File: src/rtl/median_line_ctrl_pkg.sv
// rtl/median_line_ctrl_pkg.sv - shared state type, parameter defaults and h_size helper
package median_ctrl_pkg;

  localparam int CNT_W_DEF      = 12;
  localparam int WIN_DEF        = 5;
  localparam int LOCK_LINES_DEF = 2;
  localparam int MIN_PERIOD_DEF = 8;

  typedef enum logic [2:0] {
    IDLE,
    ARM,
    MEASURE,
    LOCKED,
    RUN
  } state_t;

  // Delay-line length that makes a WIN-wide window span exactly one line.
  function automatic logic [31:0] h_size_of(input logic [31:0] period, input logic [31:0] win);
    return period - win;
  endfunction

endpackage

File: src/rtl/median_line_ctrl_if.sv
// rtl/median_line_ctrl_if.sv - video timing inputs and line-config outputs of median_line_ctrl
interface median_line_ctrl_if
  import median_ctrl_pkg::*;
#(
  parameter int CNT_W = CNT_W_DEF
) ();

  logic             de_in;
  logic             h_sync_in;
  logic             v_sync_in;
  logic [CNT_W-1:0] h_size_out;
  logic             locked;
  logic             filter_en;
  logic             timing_err;

  modport master (
    output de_in, h_sync_in, v_sync_in,
    input  h_size_out, locked, filter_en, timing_err
  );

  modport slave (
    input  de_in, h_sync_in, v_sync_in,
    output h_size_out, locked, filter_en, timing_err
  );

endinterface

File: src/rtl/median_line_ctrl_sync_edge_det.sv
// rtl/median_line_ctrl_sync_edge_det.sv - previous-value register and combinational rising-edge flag
module sync_edge_det (
  input  logic clk,
  input  logic rst,
  input  logic d_i,
  output logic rise_o
);

  logic d_q;

  always_ff @(posedge clk or posedge rst) begin
    if (rst) begin
      d_q <= 1'b0;
    end else begin
      d_q <= d_i;
    end
  end

  assign rise_o = d_i & ~d_q;

endmodule

File: src/rtl/median_line_ctrl.sv
// rtl/median_line_ctrl.sv - line period lock and filter gating for the 5x5 median window
// Optional MEDIAN_CTRL_VCHECK_EN: lines-per-frame check while running.
module median_line_ctrl
  import median_ctrl_pkg::*;
#(
  parameter int CNT_W      = CNT_W_DEF,
  parameter int WIN        = WIN_DEF,
  parameter int LOCK_LINES = LOCK_LINES_DEF,
  parameter int MIN_PERIOD = MIN_PERIOD_DEF
) (
  input logic               clk,
  input logic               rst,
  median_line_ctrl_if.slave bus
);

  localparam logic [CNT_W-1:0] CNT_MAX = {CNT_W{1'b1}};
  localparam logic [CNT_W-1:0] ONE     = CNT_W'(1);
  localparam logic [CNT_W-1:0] WIN_C   = CNT_W'(WIN);
  localparam logic [CNT_W-1:0] MIN_C   = CNT_W'(MIN_PERIOD);
  localparam logic [2:0]       LOCK_C  = 3'(LOCK_LINES);

  state_t           state_q;
  logic [CNT_W-1:0] cnt_q;
  logic [CNT_W-1:0] prev_q;
  logic [CNT_W-1:0] h_size_q;
  logic [2:0]       match_q;
  logic             locked_q;
  logic             filter_en_q;
  logic             timing_err_q;

  logic             hs_rise;
  logic             vs_rise;
  logic [CNT_W-1:0] period;
  logic             active;
  logic             timeout;
  logic             period_ok;
  logic             match_hit;
  logic [2:0]       match_inc;
  logic             frame_bad;

  // Data enable is carried on the bus for the window block; timing here ignores it.
  wire unused_de = bus.de_in;

  sync_edge_det u_hs_edge (
    .clk    (clk),
    .rst    (rst),
    .d_i    (bus.h_sync_in),
    .rise_o (hs_rise)
  );

  sync_edge_det u_vs_edge (
    .clk    (clk),
    .rst    (rst),
    .d_i    (bus.v_sync_in),
    .rise_o (vs_rise)
  );

  assign period    = cnt_q;
  assign active    = (state_q == MEASURE) || (state_q == LOCKED) || (state_q == RUN);
  assign timeout   = active && !hs_rise && (cnt_q == CNT_MAX);
  assign period_ok = (period == h_size_q + WIN_C);
  assign match_hit = (period == prev_q) && (period >= MIN_C);
  assign match_inc = match_q + 3'd1;

`ifdef MEDIAN_CTRL_VCHECK_EN
  logic [CNT_W-1:0] line_cnt_q;
  logic [CNT_W-1:0] frame_lines_q;

  // A line starting on the vsync edge belongs to the new frame.
  always_ff @(posedge clk or posedge rst) begin
    if (rst) begin
      line_cnt_q    <= '0;
      frame_lines_q <= '0;
    end else begin
      if (vs_rise) begin
        line_cnt_q <= hs_rise ? ONE : '0;
      end else if (hs_rise && (line_cnt_q != CNT_MAX)) begin
        line_cnt_q <= line_cnt_q + ONE;
      end
      if ((state_q == LOCKED) && vs_rise) begin
        frame_lines_q <= line_cnt_q;
      end
    end
  end

  assign frame_bad = vs_rise && (line_cnt_q != frame_lines_q);
`else
  assign frame_bad = 1'b0;
`endif

  always_ff @(posedge clk or posedge rst) begin
    if (rst) begin
      state_q      <= IDLE;
      cnt_q        <= '0;
      prev_q       <= '0;
      match_q      <= '0;
      h_size_q     <= '0;
      locked_q     <= 1'b0;
      filter_en_q  <= 1'b0;
      timing_err_q <= 1'b0;
    end else begin
      timing_err_q <= 1'b0;

      if ((state_q == IDLE) || ((state_q == ARM) && !hs_rise)) begin
        cnt_q <= '0;
      end else if (hs_rise) begin
        cnt_q <= ONE;
      end else if (cnt_q != CNT_MAX) begin
        cnt_q <= cnt_q + ONE;
      end

      if (timeout) begin
        state_q      <= IDLE;
        timing_err_q <= locked_q;
        locked_q     <= 1'b0;
        filter_en_q  <= 1'b0;
        match_q      <= '0;
      end else begin
        case (state_q)
          IDLE: begin
            if (vs_rise) state_q <= ARM;
          end
          ARM: begin
            if (hs_rise) begin
              prev_q  <= '0;
              match_q <= '0;
              state_q <= MEASURE;
            end
          end
          MEASURE: begin
            if (hs_rise) begin
              prev_q <= period;
              if (!match_hit) begin
                match_q <= '0;
              end else if (match_inc == LOCK_C) begin
                match_q  <= match_inc;
                h_size_q <= CNT_W'(h_size_of(32'(period), 32'(WIN)));
                locked_q <= 1'b1;
                state_q  <= LOCKED;
              end else begin
                match_q <= match_inc;
              end
            end
          end
          LOCKED, RUN: begin
            // Period check wins over a coincident vsync.
            if (hs_rise && !period_ok) begin
              locked_q     <= 1'b0;
              filter_en_q  <= 1'b0;
              timing_err_q <= 1'b1;
              match_q      <= '0;
              prev_q       <= period;
              state_q      <= MEASURE;
            end else if ((state_q == LOCKED) && vs_rise) begin
              filter_en_q <= 1'b1;
              state_q     <= RUN;
            end else if ((state_q == RUN) && frame_bad) begin
              locked_q     <= 1'b0;
              filter_en_q  <= 1'b0;
              timing_err_q <= 1'b1;
              match_q      <= '0;
              prev_q       <= h_size_q + WIN_C;
              state_q      <= MEASURE;
            end
          end
          default: state_q <= IDLE;
        endcase
      end
    end
  end

  assign bus.h_size_out = h_size_q;
  assign bus.locked     = locked_q;
  assign bus.filter_en  = filter_en_q;
  assign bus.timing_err = timing_err_q;

endmodule

File: src/flat_wrapper.sv
// flat-port wrapper written by rule: the top's interface ports become plain ports
module median_line_ctrl_flat import median_ctrl_pkg::*;
#(
  parameter int CNT_W      = CNT_W_DEF,
  parameter int WIN        = WIN_DEF,
  parameter int LOCK_LINES = LOCK_LINES_DEF,
  parameter int MIN_PERIOD = MIN_PERIOD_DEF
)
  (clk, rst, bus_de_in, bus_h_sync_in, bus_v_sync_in, bus_h_size_out, bus_locked, bus_filter_en, bus_timing_err);
  median_line_ctrl_if #(.CNT_W(CNT_W)) bus_i ();
  input logic clk;
  input logic rst;
  input wire logic [$bits(bus_i.de_in)-1:0] bus_de_in;
  input wire logic [$bits(bus_i.h_sync_in)-1:0] bus_h_sync_in;
  input wire logic [$bits(bus_i.v_sync_in)-1:0] bus_v_sync_in;
  output wire logic [$bits(bus_i.h_size_out)-1:0] bus_h_size_out;
  output wire logic [$bits(bus_i.locked)-1:0] bus_locked;
  output wire logic [$bits(bus_i.filter_en)-1:0] bus_filter_en;
  output wire logic [$bits(bus_i.timing_err)-1:0] bus_timing_err;
  assign bus_i.de_in = bus_de_in;
  assign bus_i.h_sync_in = bus_h_sync_in;
  assign bus_i.v_sync_in = bus_v_sync_in;
  assign bus_h_size_out = bus_i.h_size_out;
  assign bus_locked = bus_i.locked;
  assign bus_filter_en = bus_i.filter_en;
  assign bus_timing_err = bus_i.timing_err;
  median_line_ctrl #(.CNT_W(CNT_W), .WIN(WIN), .LOCK_LINES(LOCK_LINES), .MIN_PERIOD(MIN_PERIOD)) u_core (.clk(clk), .rst(rst), .bus(bus_i));
endmodule
File: config.mk
export PLATFORM = sky130hd
export DESIGN_NAME = median_line_ctrl_flat
export DESIGN_NICKNAME = d
export VERILOG_FILES = /design/src/rtl/median_line_ctrl_pkg.sv /design/src/rtl/median_line_ctrl_if.sv /design/src/rtl/median_line_ctrl_sync_edge_det.sv /design/src/rtl/median_line_ctrl.sv /design/src/flat_wrapper.sv
export SDC_FILE = /design/constraint.sdc
export NUM_CORES = 1
export LEC_CHECK = 0
export ABC_AREA = 1
export BUFFER_PORTS_ARGS = -buffer_cell sky130_fd_sc_hd__buf_2
export CAP_MARGIN = 20
export CORE_MARGIN = 2
export CORE_UTILIZATION = 50
export DETAILED_ROUTE_END_ITERATION = 12
export PLACE_DENSITY = 0.68
export SYNTH_ARGS = -nofsm -noshare
export SYNTH_HDL_FRONTEND = slang
export SYNTH_SLANG_ARGS = --single-unit
File: constraint.sdc
create_clock -name clk -period 3.6 [get_ports clk]
set_clock_uncertainty 0.2 [all_clocks]
set_input_delay 0.36 -clock clk [delete_from_list [all_inputs] [get_ports clk]]
set_output_delay 0.36 -clock clk [all_outputs]
set_load 0.02 [all_outputs]
=== Yosys cells after proc, flatten, opt, wreduce, memory -nomap -nowiden ===
Cells that the tools add are included.
Widths: inputs -> output; s select.

* Reduce and logical (&&, ||, !) cells: 25
* Bitwise operators: 5
* Muxes and demuxes: 35
* $lt $le $gt $ge: 1
* Eq/ne operators: 19
* $add $sub $neg: 4

{| class="wikitable"
|+ Operators by type and width
! operator !! count
|-
| $mux 12 || 6
|-
| $mux 3 || 13
|-
| $pmux 12 s3 || 1
|-
| $eq 12x12->1 || 2
|-
| $ne 3x1->1 const B || 5
|-
| $reduce_and 5->1 || 3
|-
| $add 12x1->12 const B || 1
|-
| $add 12x3->12 const B || 1
|-
| $eq 12x12->1 const B || 1
|-
| $ge 12x4->1 const B || 1
|-
| $mux 1 || 12
|-
| $ne 12x12->1 const B || 1
|-
| $pmux 3 s4 || 1
|-
| $reduce_bool 3->1 || 4
|-
| $sub 12x3->12 const B || 1
|-
| $eq 3x2->1 const B || 3
|-
| $pmux 3 s3 || 1
|-
| $logic_and 1x1->1 || 6
|-
| $ne 2x1->1 const B || 3
|-
| $reduce_and 6->1 || 1
|-
| $ne 4x1->1 const B || 1
|-
| $reduce_and 4->1 || 1
|-
| $reduce_bool 4->1 || 1
|-
| $add 3x1->3 const B || 1
|-
| 12 further kinds || 18
|}

* Input bits: 5
* Bits in registers: 47

=== Logic depth before layout (Yosys ltp) ===
* Depth in word-level cells: 7
* Gate-level depth with buffers: 18

=== Modules after synthesis ===
From an unflattened synthesis, not the netlist that was laid out.

* Cell total of the unflattened synthesis: 435
* Area, all modules: 3036.7 um^2

{| class="wikitable"
|+ Modules (own cells, without submodules)
! module !! sequential area each (um^2) !! cells each !! instances !! area each (um^2)
|-
| median_line_ctrl || 1126.1 || 427 || 1 || 2959.1
|-
| sync_edge_det || 25.0 || 4 || 2 || 38.8
|}

=== Worst setup path before layout ===
No wires, ideal clock.

* Path kind: flip-flop to flip-flop
* From: register u_core.h_size_q[0], in the netlist u_core.bus.h_size_out[0]
* To: register u_core.prev_q[11]
* Cell stages (with the launch flop): 17
* Arrival time: 1.806 ns
* Required time: 3.282 ns
* Setup slack: 1.476 ns
* Setup time: 0.118 ns
* Cell sequence: dfrtp_1 ha_1 nor2_1 nor2_4 inv_1 nand2_1 nand2_1 nand2_1 inv_1 nand2_1 nor2_1 nand2_1 nand3_2 nand2_2 nand2_4 buf_6 o21ai_2

* Cells in the longest elaborated chain, start to end: 6

{| class="wikitable"
|+ Ends and longest elaborated chain
! item !! line !! RTL
|-
| start: declaration || median_line_ctrl.sv:25 || <nowiki>logic [CNT_W-1:0] h_size_q;</nowiki>
|-
| start signal: assignment || median_line_ctrl.sv:137 || <nowiki>h_size_q <= CNT_W'(h_size_of(32'(period), 32'(WIN)));</nowiki>
|-
| $add 12x3->12 || median_line_ctrl.sv:61 || <nowiki>assign period_ok = (period == h_size_q + WIN_C);</nowiki>
|-
| $eq 12x12->1 || median_line_ctrl.sv:61 ||
|-
| $logic_not 1->1 || median_line_ctrl.sv:147 || <nowiki>if (hs_rise && !period_ok) begin</nowiki>
|-
| $logic_and 1x1->1 || median_line_ctrl.sv:147 ||
|-
| $ne 2x1->1 (no source line) || -- ||
|-
| $reduce_and 5->1 (no source line) || -- ||
|-
| end signal: assignment || median_line_ctrl.sv:132 || <nowiki>prev_q <= period;</nowiki>
|-
| end signal: assignment || median_line_ctrl.sv:152 || <nowiki>prev_q <= period;</nowiki>
|-
| end signal: assignment || median_line_ctrl.sv:162 || <nowiki>prev_q <= h_size_q + WIN_C;</nowiki>
|-
| end: declaration || median_line_ctrl.sv:24 || <nowiki>logic [CNT_W-1:0] prev_q;</nowiki>
|}

No other way between the ends.
A chain may end at the register's enable or synchronous reset.

=== Worst setup path after layout ===
* From: register u_core.cnt_q[1]
* To: register u_core.state_q[0]

* Cells in the longest elaborated chain, start to end: 6

{| class="wikitable"
|+ Ends and longest elaborated chain
! item !! line !! RTL
|-
| start: declaration || median_line_ctrl.sv:23 || <nowiki>logic [CNT_W-1:0] cnt_q;</nowiki>
|-
| start signal: assignment || median_line_ctrl.sv:109 || <nowiki>cnt_q <= cnt_q + ONE;</nowiki>
|-
| branches (longest 6 deep; another with $ge 12x4->1) || -- ||
|-
| end signal: assignment || median_line_ctrl.sv:113 || <nowiki>state_q <= IDLE;</nowiki>
|-
| end signal: assignment || median_line_ctrl.sv:121 || <nowiki>if (vs_rise) state_q <= ARM;</nowiki>
|-
| end signal: assignment || median_line_ctrl.sv:153 || <nowiki>state_q <= MEASURE;</nowiki>
|-
| end: declaration || median_line_ctrl.sv:22 || <nowiki>state_t state_q;</nowiki>
|}

Several ways; the timed one is not identified.

==> metrics <==
status=finished with violations; failing checks=DRC; commonest non-fill, non-tap cells in the layout=136 x nand2_1, 57 x inv_1, 47 x dfrtp_1, 42 x nor2_1, 25 x nand3_1; vias in the first global route=2729; Post-DRT Antenna Nets=0; vias post-DR=2883; slowest CP cell=dfrtp_1; Design Power=0.00174 W; VDD IR max=0.391 mV; FP Rows=29; core area=0.00642 mm^2; CP peak stage delay=0.54 ns; area leader, netlist=dfrtp_1; pin count of the biggest net entering global routing=48; worst min-delay path class=flip-flop to flip-flop; CP delay by family, top=simple AND/OR/NAND/NOR gates; Pint=0.000978 W; Pre-antenna DRT Iters=11; most common cell after layout, fill and taps aside=nand2_1; H-tree levels=2; Most used DFF post-synth=dfrtp_1; Yosys top cell area share=35.2%; #FFs+latches synth=47; DRT iter0 DRCs=191; Area Growth Syn to Fin=7.11%; drt total wl=7240 um; period utilization=67.2%; Fin Setup TNS=0 ns; hold_ws=0.307 ns; IO Port Bufs=18; Post-CTS Resized=0; P_leak=1.81 nW; number of fill cells in the layout=620; Mapped Cells=464; area of the multi-input gates=0.00180 mm^2; max-cap violation count=0; Post-synth ARST share=100%; P per Cell Area=485 mW/mm^2; Avg Cell Area, Syn=7.20 um^2; Arrival @ worst endpoint=2.43 ns; fraction of final layout cells sized beyond drive strength 1=19.1%; first-pass GRT wire length=12900 um; GRT overflow=0; # diodes=0; syn_nets=475; Clock transition at path regs=0.10 ns; initial core utilization=52.0%; Detail Placement HPWL=5440 um; clk sinks=47; Vias per Instance=5.17; Total Routing Usage GR=21.9%; Logic pwr share=40.0%; gpl congestion=0.848; sequential share of power=36.9%; Synth Warn #=0; cts bufs inserted=5; Max Clk Rate=413 MHz; EDFF count, synth=0; RSZ-0062 raised after global routing=false; # setup viols final=0; CTS root buf=clkbuf_8; clock power share=23.1%; synthesized cell area=0.00334 mm^2; Register Area=0.00118 mm^2; CP endpoint kind=flip-flop; Die Y=85.8 um; Crit path buffers/inverters=1; Worst Path Max Fanout=8; # nets final=491; actual slew at the worst max-slew pin=0.644 ns; fin. max-slew vios=0; sequential share of the synthesized area=35.2%; die area=0.00735 mm^2; # IOs=20; routed len/inst=13.0 um; Clock Path Buffers=2; drc violations=3; Sw Ratio=43.7%; Post-CTS Setup Repair Bufs=0; WS Path Type=flip-flop to flip-flop; die width=85.8 um; crit path cell chain=ha_1 -> nand3_2 -> nor2_2 -> inv_1 -> nor2_4 -> nand3_2 -> nor2_4 -> nor2_1 -> a21oi_1 -> nand2_1 -> nand2_1 -> o21ai_1; clock latency on the worst-skew pair=0.31 ns; switching pwr=0.000759 W; CTS tree=yes; CP Launch Type=flip-flop; synth top area cells=dfrtp_1 35%, nand2_1 15%, inv_1 6.5%; Post-CTS Hold Fix Bufs=2; Fin. Hold Viols=0; clock period minus worst slack=2.42 ns; Slew headroom=56.6%; initial antenna violation count=0; Synth cell types=41; Worst Path Required=3.61 ns
-- power groups by stage --
stage	Sequential [W]	Clock, W	Combinational [W]
after floorplan	0.000643	0	0.000610
after CTS	0.000640	0.000416	0.000694
final	0.000641	0.000402	0.000694
after detailed placement	0.000649	0	0.000688
after global placement	0.000649	0	0.000677
after global routing	0.000649	0.000434	0.000792
-- Yosys cell counts (2+ instances only) --
cell / number
buf_6: 2
nor2_1: 42
or2_2: 2
xor2_1: 16
o21bai_1: 2
o21ai_0: 21
nand3_2: 3
a21oi_1: 13
nand3_1: 25
inv_2: 10
o21ai_1: 2
nor4_1: 2
inv_1: 58
nor2_2: 5
nand2_2: 15
dfrtp_1: 47
nand4_1: 3
ha_1: 6
o21ai_2: 20
nor2_4: 4
buf_4: 8
nor3_1: 3
xnor2_1: 2
nand2_1: 136
-- cell families after synthesis --
logic type               after synthesis  share of synthesized area [%]
AND/OR/NAND/NOR                      247                           34.2
adder cells (fa/ha/maj)                6                           2.25
AO/OA/AOI/OAI                         65                           12.7
flip-flops                            47                           35.2
XOR/XNOR                              18                           4.72
buffers and inverters                 81                           11.0
-- per-layer routing --
metal	routed length [um]	up-vias	GRT usage [%]
li1	-	1486	-
met1	3730	1349	32.2
met2	3240	43	34.0
met3	217	5	3.56
met4	57	0	5.05
met5	0	-	0
-- state kept, by name, indices dropped and copies added (netlist names) --
name                   cells
u_core.bus.filter_en       1
u_core.bus.h_size_out     12
u_core.bus.locked          1
u_core.bus.timing_err      1
u_core.cnt_q              12
u_core.match_q             3
u_core.prev_q             12
u_core.state_q             3
u_core.u_hs_edge.d_q       1
u_core.u_vs_edge.d_q       1
-- worst register-to-register path, stage by stage, from the launching register on --
cell	delay [ns]
dfrtp_1	0.54
ha_1	0.27
nand3_2	0.10
nor2_2	0.15
inv_1	0.09
nor2_4	0.13
nand3_2	0.10
nor2_4	0.18
nor2_1	0.08
a21oi_1	0.21
nand2_1	0.13
nand2_1	0.07
o21ai_1	0.06
-- final cells by class --
class	instances	area share, %
multi-input combinational	336	50.3
clock buffer	5	1.92
sequential	47	32.9
inverter	68	7.13
clock inverter	3	1.22
tap	77	2.69
timing repair buffer	22	3.91
-- worst paths after layout --
check,end,slack (ns),cells past startpoint,startpoint
min,u_core.prev_q[10]$_DFFE_PP0P_,0.31,2,u_core.prev_q[10]$_DFFE_PP0P_
max reg2reg,u_core.state_q[0]$_DFFE_PP0P_,1.18,12,u_core.cnt_q[1]$_DFFE_PP0P_
max in group asynchronous,u_core.cnt_q[10]$_DFFE_PP0P_,2.30,4,rst
min reg2reg,u_core.prev_q[10]$_DFFE_PP0P_,0.31,2,u_core.prev_q[10]$_DFFE_PP0P_
min in group asynchronous,u_core.prev_q[8]$_DFFE_PP0P_,0.40,3,rst
max,u_core.state_q[0]$_DFFE_PP0P_,1.18,12,u_core.cnt_q[1]$_DFFE_PP0P_
-- through the flow --
step / cells / cell area (um^2) / setup slack, ns / utilization [%]
2_1_floorplan: 464 / 3340 / 1.48 / -
3_3_place_gp: 546 / 3420 / 1.24 / 53.2
3_5_place_dp: 546 / 3420 / 1.22 / 53.2
4_1_cts: 556 / 3550 / 1.19 / 55.3
5_1_grt: 558 / 3580 / 0.933 / 55.7
6_report: 558 / 3580 / 1.18 / 55.7
Power figures use the tool's default switching activity.
